**src/rtl/tof_pkg.sv**
```systemverilog
// Shared types and default register map for the multi-sensor ToF poller.
package tof_pkg;

    typedef enum logic [3:0] {
        IDLE,
        SELECT,
        REQ_STATUS,
        WAIT_STATUS,
        REQ_DIST,
        WAIT_DIST,
        PUBLISH,
        RETRY,
        NEXT
    } tof_state_t;

    localparam logic [15:0] DEFAULT_STATUS_REG = 16'h2C00;
    localparam logic [15:0] DEFAULT_DIST_REG   = 16'h2C04;

endpackage

```
**src/rtl/tof_poll_timer.sv**
```systemverilog
// Free-running round timer: counts modulo DIV while enabled, parked at 0 otherwise.
module tof_poll_timer #(
    parameter int DIV = 1000
) (
    input  logic clk,
    input  logic reset,
    input  logic en,
    output logic tick
);

    localparam int CNT_W = (DIV > 1) ? $clog2(DIV) : 1;

    logic [CNT_W-1:0] count;
    logic             terminal;

    assign terminal = (count == CNT_W'(DIV - 1));
    assign tick     = en && terminal;

    always_ff @(posedge clk or posedge reset) begin
        if (reset) begin
            count <= '0;
        end else if (!en || terminal) begin
            count <= '0;
        end else begin
            count <= count + 1'b1;
        end
    end

endmodule

```
**src/rtl/tof_multi_poller.sv**
```systemverilog
// Round-robin poller: per round, reads status then distance from each masked
// ToF sensor over an external I2C master, with bounded retries and sticky errors.
module tof_multi_poller
    import tof_pkg::*;
#(
    parameter int          N_SENSORS  = 4,
    parameter int          DIST_W     = 16,
    parameter int          RETRY_MAX  = 3,
    parameter int          POLL_DIV   = 1000,
    parameter logic [15:0] STATUS_REG = DEFAULT_STATUS_REG,
    parameter logic [15:0] DIST_REG   = DEFAULT_DIST_REG
) (
    input  logic                         clk,
    input  logic                         reset,
    input  logic                         enable,
    input  logic [N_SENSORS-1:0]         sensor_mask,
    input  logic                         ready,
    input  logic                         error_in,
    input  logic [7:0]                   rx_data,
    input  logic                         rx_valid,
    output logic                         start,
    output logic [15:0]                  register_address,
    output logic                         is_read,
    output logic [9:0]                   nb_of_bytes,
    output logic [$clog2(N_SENSORS)-1:0] sensor_index,
    output logic [DIST_W-1:0]            distance_data,
    output logic                         distance_valid,
    output logic [N_SENSORS-1:0]         sensor_error,
    output logic                         busy
);

    localparam int IDX_W = $clog2(N_SENSORS);
    localparam int NB    = DIST_W / 8;
    localparam int RC_W  = $clog2(RETRY_MAX + 2);
    localparam int BC_W  = $clog2(NB + 2);

    tof_state_t        state, state_next;
    logic [IDX_W-1:0]  idx;
    logic [IDX_W-1:0]  sel_idx;
    logic              sel_found;
    logic [RC_W-1:0]   retry_cnt;
    logic [DIST_W-1:0] shift_reg;
    logic [BC_W-1:0]   byte_cnt;
    logic              fail;
    logic              wait_first;
    logic              tick;
    logic              completing;

    tof_poll_timer #(.DIV(POLL_DIV)) u_timer (
        .clk   (clk),
        .reset (reset),
        .en    (enable),
        .tick  (tick)
    );

    // The master's ready is still stale in the cycle right after start.
    assign completing   = ready && !wait_first;
    assign busy         = (state != IDLE);
    assign sensor_index = idx;

    always_comb begin
        sel_found = 1'b0;
        sel_idx   = '0;
        for (int i = N_SENSORS - 1; i >= 0; i--) begin
            if (i >= int'(idx) && sensor_mask[i]) begin
                sel_found = 1'b1;
                sel_idx   = IDX_W'(i);
            end
        end
    end

    always_ff @(posedge clk or posedge reset) begin
        if (reset) begin
            state <= IDLE;
        end else begin
            state <= state_next;
        end
    end

    always_comb begin
        state_next       = state;
        start            = 1'b0;
        register_address = '0;
        is_read          = 1'b0;
        nb_of_bytes      = '0;
        distance_valid   = 1'b0;
        case (state)
            IDLE: begin
                if (tick) state_next = SELECT;
            end
            SELECT: begin
                if (!enable || !sel_found) state_next = IDLE;
                else                       state_next = REQ_STATUS;
            end
            REQ_STATUS, WAIT_STATUS: begin
                register_address = STATUS_REG;
                is_read          = 1'b1;
                nb_of_bytes      = 10'd1;
                if (state == REQ_STATUS) begin
                    if (!enable) begin
                        state_next = IDLE;
                    end else if (ready) begin
                        start      = 1'b1;
                        state_next = WAIT_STATUS;
                    end
                end else if (completing) begin
                    if (!enable)           state_next = IDLE;
                    else if (fail)         state_next = RETRY;
                    else if (shift_reg[0]) state_next = REQ_DIST;
                    else                   state_next = NEXT;
                end
            end
            REQ_DIST, WAIT_DIST: begin
                register_address = DIST_REG;
                is_read          = 1'b1;
                nb_of_bytes      = 10'(NB);
                if (state == REQ_DIST) begin
                    if (!enable) begin
                        state_next = IDLE;
                    end else if (ready) begin
                        start      = 1'b1;
                        state_next = WAIT_DIST;
                    end
                end else if (completing) begin
                    if (!enable)                          state_next = IDLE;
                    else if (fail || int'(byte_cnt) < NB) state_next = RETRY;
                    else                                  state_next = PUBLISH;
                end
            end
            PUBLISH: begin
                distance_valid = 1'b1;
                state_next     = NEXT;
            end
            RETRY: begin
                if (!enable)                           state_next = IDLE;
                else if (int'(retry_cnt) + 1 <= RETRY_MAX) state_next = REQ_STATUS;
                else                                   state_next = NEXT;
            end
            NEXT: begin
                if (!enable || idx == IDX_W'(N_SENSORS - 1)) state_next = IDLE;
                else                                         state_next = SELECT;
            end
            default: state_next = IDLE;
        endcase
    end

    // Datapath: sensor index, retry bookkeeping, byte capture and published results.
    always_ff @(posedge clk or posedge reset) begin
        if (reset) begin
            idx           <= '0;
            retry_cnt     <= '0;
            shift_reg     <= '0;
            byte_cnt      <= '0;
            fail          <= 1'b0;
            wait_first    <= 1'b0;
            distance_data <= '0;
            sensor_error  <= '0;
        end else begin
            wait_first <= start;
            case (state)
                IDLE: begin
                    if (tick) begin
                        idx       <= '0;
                        retry_cnt <= '0;
                    end
                end
                SELECT: begin
                    if (sel_found) idx <= sel_idx;
                end
                REQ_STATUS, REQ_DIST: begin
                    if (start) begin
                        fail      <= 1'b0;
                        shift_reg <= '0;
                        byte_cnt  <= '0;
                    end
                end
                WAIT_STATUS, WAIT_DIST: begin
                    if (rx_valid) begin
                        shift_reg <= (shift_reg << 8) | DIST_W'(rx_data);
                        if (byte_cnt != '1) byte_cnt <= byte_cnt + 1'b1;
                    end
                    if (error_in && !completing) fail <= 1'b1;
                    if (state_next == PUBLISH) distance_data <= shift_reg;
                end
                PUBLISH: begin
                    sensor_error[idx] <= 1'b0;
                    retry_cnt         <= '0;
                end
                RETRY: begin
                    retry_cnt <= retry_cnt + 1'b1;
                    if (state_next == NEXT) sensor_error[idx] <= 1'b1;
                end
                NEXT: begin
                    retry_cnt <= '0;
                    if (state_next == SELECT) idx <= idx + 1'b1;
                end
                default: ;
            endcase
        end
    end

endmodule

```
**config.mk**
```make
export PLATFORM = sky130hd
export DESIGN_NAME = tof_multi_poller
export DESIGN_NICKNAME = d
export VERILOG_FILES = /design/src/rtl/tof_pkg.sv /design/src/rtl/tof_poll_timer.sv /design/src/rtl/tof_multi_poller.sv
export SDC_FILE = /design/constraint.sdc
export NUM_CORES = 1
export LEC_CHECK = 0
export CAP_MARGIN = 20
export CORE_ASPECT_RATIO = 0.8
export CORE_MARGIN = 5
export CORE_UTILIZATION = 45
export DETAILED_ROUTE_END_ITERATION = 6
export HOLD_SLACK_MARGIN = 0.08
export PLACE_DENSITY = 0.79
export SLEW_MARGIN = 20
export SYNTH_ARGS = -nofsm -noshare
export SYNTH_HDL_FRONTEND = slang
export SYNTH_SLANG_ARGS = --single-unit
```
**constraint.sdc**
```tcl
create_clock -name clk -period 2.23 [get_ports clk]
set_input_delay 0.669 -clock clk [delete_from_list [all_inputs] [get_ports clk]]
set_output_delay 0.669 -clock clk [all_outputs]
set_load 0.1 [all_outputs]
```
==> summary.md <==
| Metric | Value |
|---|---|
| Row cnt | 26 |
| First-pass GRT wire length | 12,100 um |
| Largest cells by area after synthesis | dfrtp_1, nand2_1, buf_4 |
| Top_reg_cell synth | dfrtp_1 |
| Fin Hold WS | 0.485 ns |
| Peak Freq | 424 MHz |
| Syn. warnings | 0 |
| Sequential share of power | 0.476 |
| Min-delay worst type | reg -> reg |
| Htree depth | 3 |
| Final Skew | 0.00629 ns |
| Yosys top cell area share | 0.485 |
| Seq/Total Area, Yosys | 0.485 |
| Commonest cells after routing, fill and taps aside | buf_4, dfrtp_1, nand2_1 |
| Initial antenna violation count | 0 |
| Cts bufs inserted | 9 |
| Initial Util | 0.470 |
| RSZ-0062 raised after global routing | yes |
| Reg clk slew, reported paths | 0.06 ns |
| Layout cells sized above 1 | 0.343 |
| Worst setup path end | distance_valid |
| Die ar. | 8520 um^2 |
| CTS tree | done |
| Vias per cell | 5.19 |
| Crit Path Max Fanout | 4 |
| Reg2reg start | state[3] |
| Detailed placer's ending HPWL | between 5000 and 6000 um |
| Final wirelength | ~7600 um |
| CP Capture Type | output port |
| Sum Neg Setup Slack | -1.77 ns |
| Worst path max stage delay | roughly 0.42 ns |
| DR iter-0 viols | 203 |
| Dominant cell type by area after synthesis | dfrtp_1 |
| Ys async rst share | 1.00 |
| Count of hold-fix buffers inserted at cts | 0 |
| Worst setup SP type | register |
| Period utilization | 1.06 |
| DR pass1 iterations | 4 |
| Maximum vdd drop | roughly 430 uV |
| P per Cell Area | 533 nW/um^2 |
| Worst setup path start | state[3] |
| Fin crit period | 2.36 ns |
| Hold Fails Final Rpt | 0 |
| Area growth, synth to finish | 40.4% |
| Syn Inst Count | 299 |
| Tot Pwr | 0.00228 W |
| WL per Instance | between 15 and 20 um |
| Leak pwr | 2.00 nW |
| Final WS setup | -0.127 ns |
| Most frequent CP cell | buf_4 |
| Internal power | about 0.0017 W |
| Number of distinct library cells after synthesis | 51 |
| R2r worst-path depth | 8 |
| NumNets Final | roughly 420 |
| # setup viols final | 25 |
| Commonest non-fill, non-tap cell in the layout | buf_4 |
| Max cap viols | 0 |
| Vias in the first global route | 2,513 |
| Combinational share of power | 0.109 |
| Synthesized area per cell | 10.2 um^2 |
| Die X | 102 um |
| Net switching power | 0.000603 W |
| Reg-to-reg slack, setup | -0.06 ns |
| Core box area | 6470 um^2 |
| Critical Path Stages | 6 |
| CP Class | reg -> out |
| Clock group share of total power | 0.415 |
| CP top delay family | buffers and inverters |
| Total GRT Usage | 0.181 |
| Netlist Area Pre-Place | around 3000 um^2 |
| Worst path slowest cell | dfrtp_1 |
| Largest net degree at the start of global routing | 60 |
| CP arrival | 1.69 ns |
| Cells along the critical path | buf_4, nor2b_2, buf_4, nand2_1, nor2_4, buf_12 |
| Die height | 83.6 um |
| RR Endpoint | distance_data[6] |
| # DRC | 0 |
| Number of synthesized flops with an enable pin | 0 |
| Port bufs | 49 |
| Buf/Inv on CP | 3 |
| Worst EP required | 1.56 ns |
| Slew Limit Fails | 0 |
| Grt ovf | 0 |
| Vias | 2,505 |
| Sw frac | 0.265 |
| Root buffer cell | clkbuf_8 |
| Clock latency on the worst-skew pair | ~0.34 ns |
| Total clock sinks | 59 |
| Max clock buf depth | 2 |
| Ant diodes | 0 |
| Failing checks | negative setup slack |
| IO Count | 70 |
| GPL Wtd Cong | 0.873 |
| Status | finished with violations |
| Yosys reg bits | 59 |
| Final antenna-violating net count | 0 |
## worst min path at each step
stage / from / to / slack, ns / depth (start not counted)
final: u_timer.count[0] / u_timer.count[0] / 0.49 / 1
after global routing: shift_reg[13] / shift_reg[13] / 0.52 / 2
after CTS: u_timer.count[0] / u_timer.count[0] / 0.49 / 1
after detailed placement: shift_reg[9] / shift_reg[9] / 0.48 / 2
after global placement: shift_reg[9] / shift_reg[9] / 0.46 / 2
after floorplan: shift_reg[10] / shift_reg[10] / 0.44 / 2
## power by group through the flow
| stage | sequential [W] | clock [W] | combinational (W) |
|---|---|---|---|
| after CTS | 0.00108 | 0.000963 | 0.000246 |
| final | 0.00108 | 0.000946 | 0.000248 |
| after global placement | 0.00110 | 0 | 0.000241 |
| after global routing | 0.00108 | 0.00101 | 0.000260 |
| after floorplan | 0.00110 | 0 | 0.000210 |
| after detailed placement | 0.00110 | 0 | 0.000243 |
## cell type report
type / instances / area [um^2]
clock buffer: 14 / 153
clock inverter: 2 / 35.0
fill: 454 / 2200
inverter: 11 / 47.5
multi-input combinational: 215 / 1470
sequential: 59 / 1480
tap: 84 / 105
timing repair buffer: 98 / 986
## per-stage QoR
stage / setup WS (ns) / std cells / util / area [um^2]
after floorplan: -0.549 / 318 / - / 3180
after global placement: -0.542 / 456 / 0.603 / 3910
after detailed placement: -0.616 / 456 / 0.603 / 3910
after CTS: -0.125 / 478 / 0.647 / 4190
after global routing: -0.216 / 483 / 0.661 / 4280
final: -0.127 / 483 / 0.661 / 4280
## cells in the mapped netlist, drive strengths merged, types with 3 or more instances
| library cell | number |
|---|---|
| dfrtp | 59 |
| nand2 | 53 |
| buf | 27 |
| o21ai | 27 |
| mux2 | 21 |
| nor2 | 15 |
| inv | 11 |
| nand3 | 11 |
| a21oi | 8 |
| ha | 7 |
| clkbuf | 6 |
| xor2 | 6 |
| nor2b | 5 |
| nor3 | 4 |
| nor3b | 3 |
| xnor2 | 3 |
## routing by layer
layer  routed length, um  part of all wire  global-route usage
met1                3270              0.43               0.226
met2                3680              0.48               0.288
met3                 434             0.057              0.0602
met4                 212             0.028              0.0691
met5                   0                 0                   0
## timing repair
item	in CTS	in global routing
endpoints found under the setup margin	27	26
gates cloned	0	0
pin swaps	1	2
resized for setup	19	9
buffers inserted	6	5
hold endpoints to repair	0	0
## logic make-up after synthesis
family | count (synthesis) | share of synthesized area
xor+xnor | 9 | 0.0259
flops | 59 | 0.485
buf+inv | 44 | 0.0920
simple gates | 102 | 0.160
mux | 22 | 0.0933
fa+ha+maj | 7 | 0.0288
compound gates | 55 | 0.114
other cells | 1 | 0.00123
No activity file was read; power rests on OpenSTA's default activity.
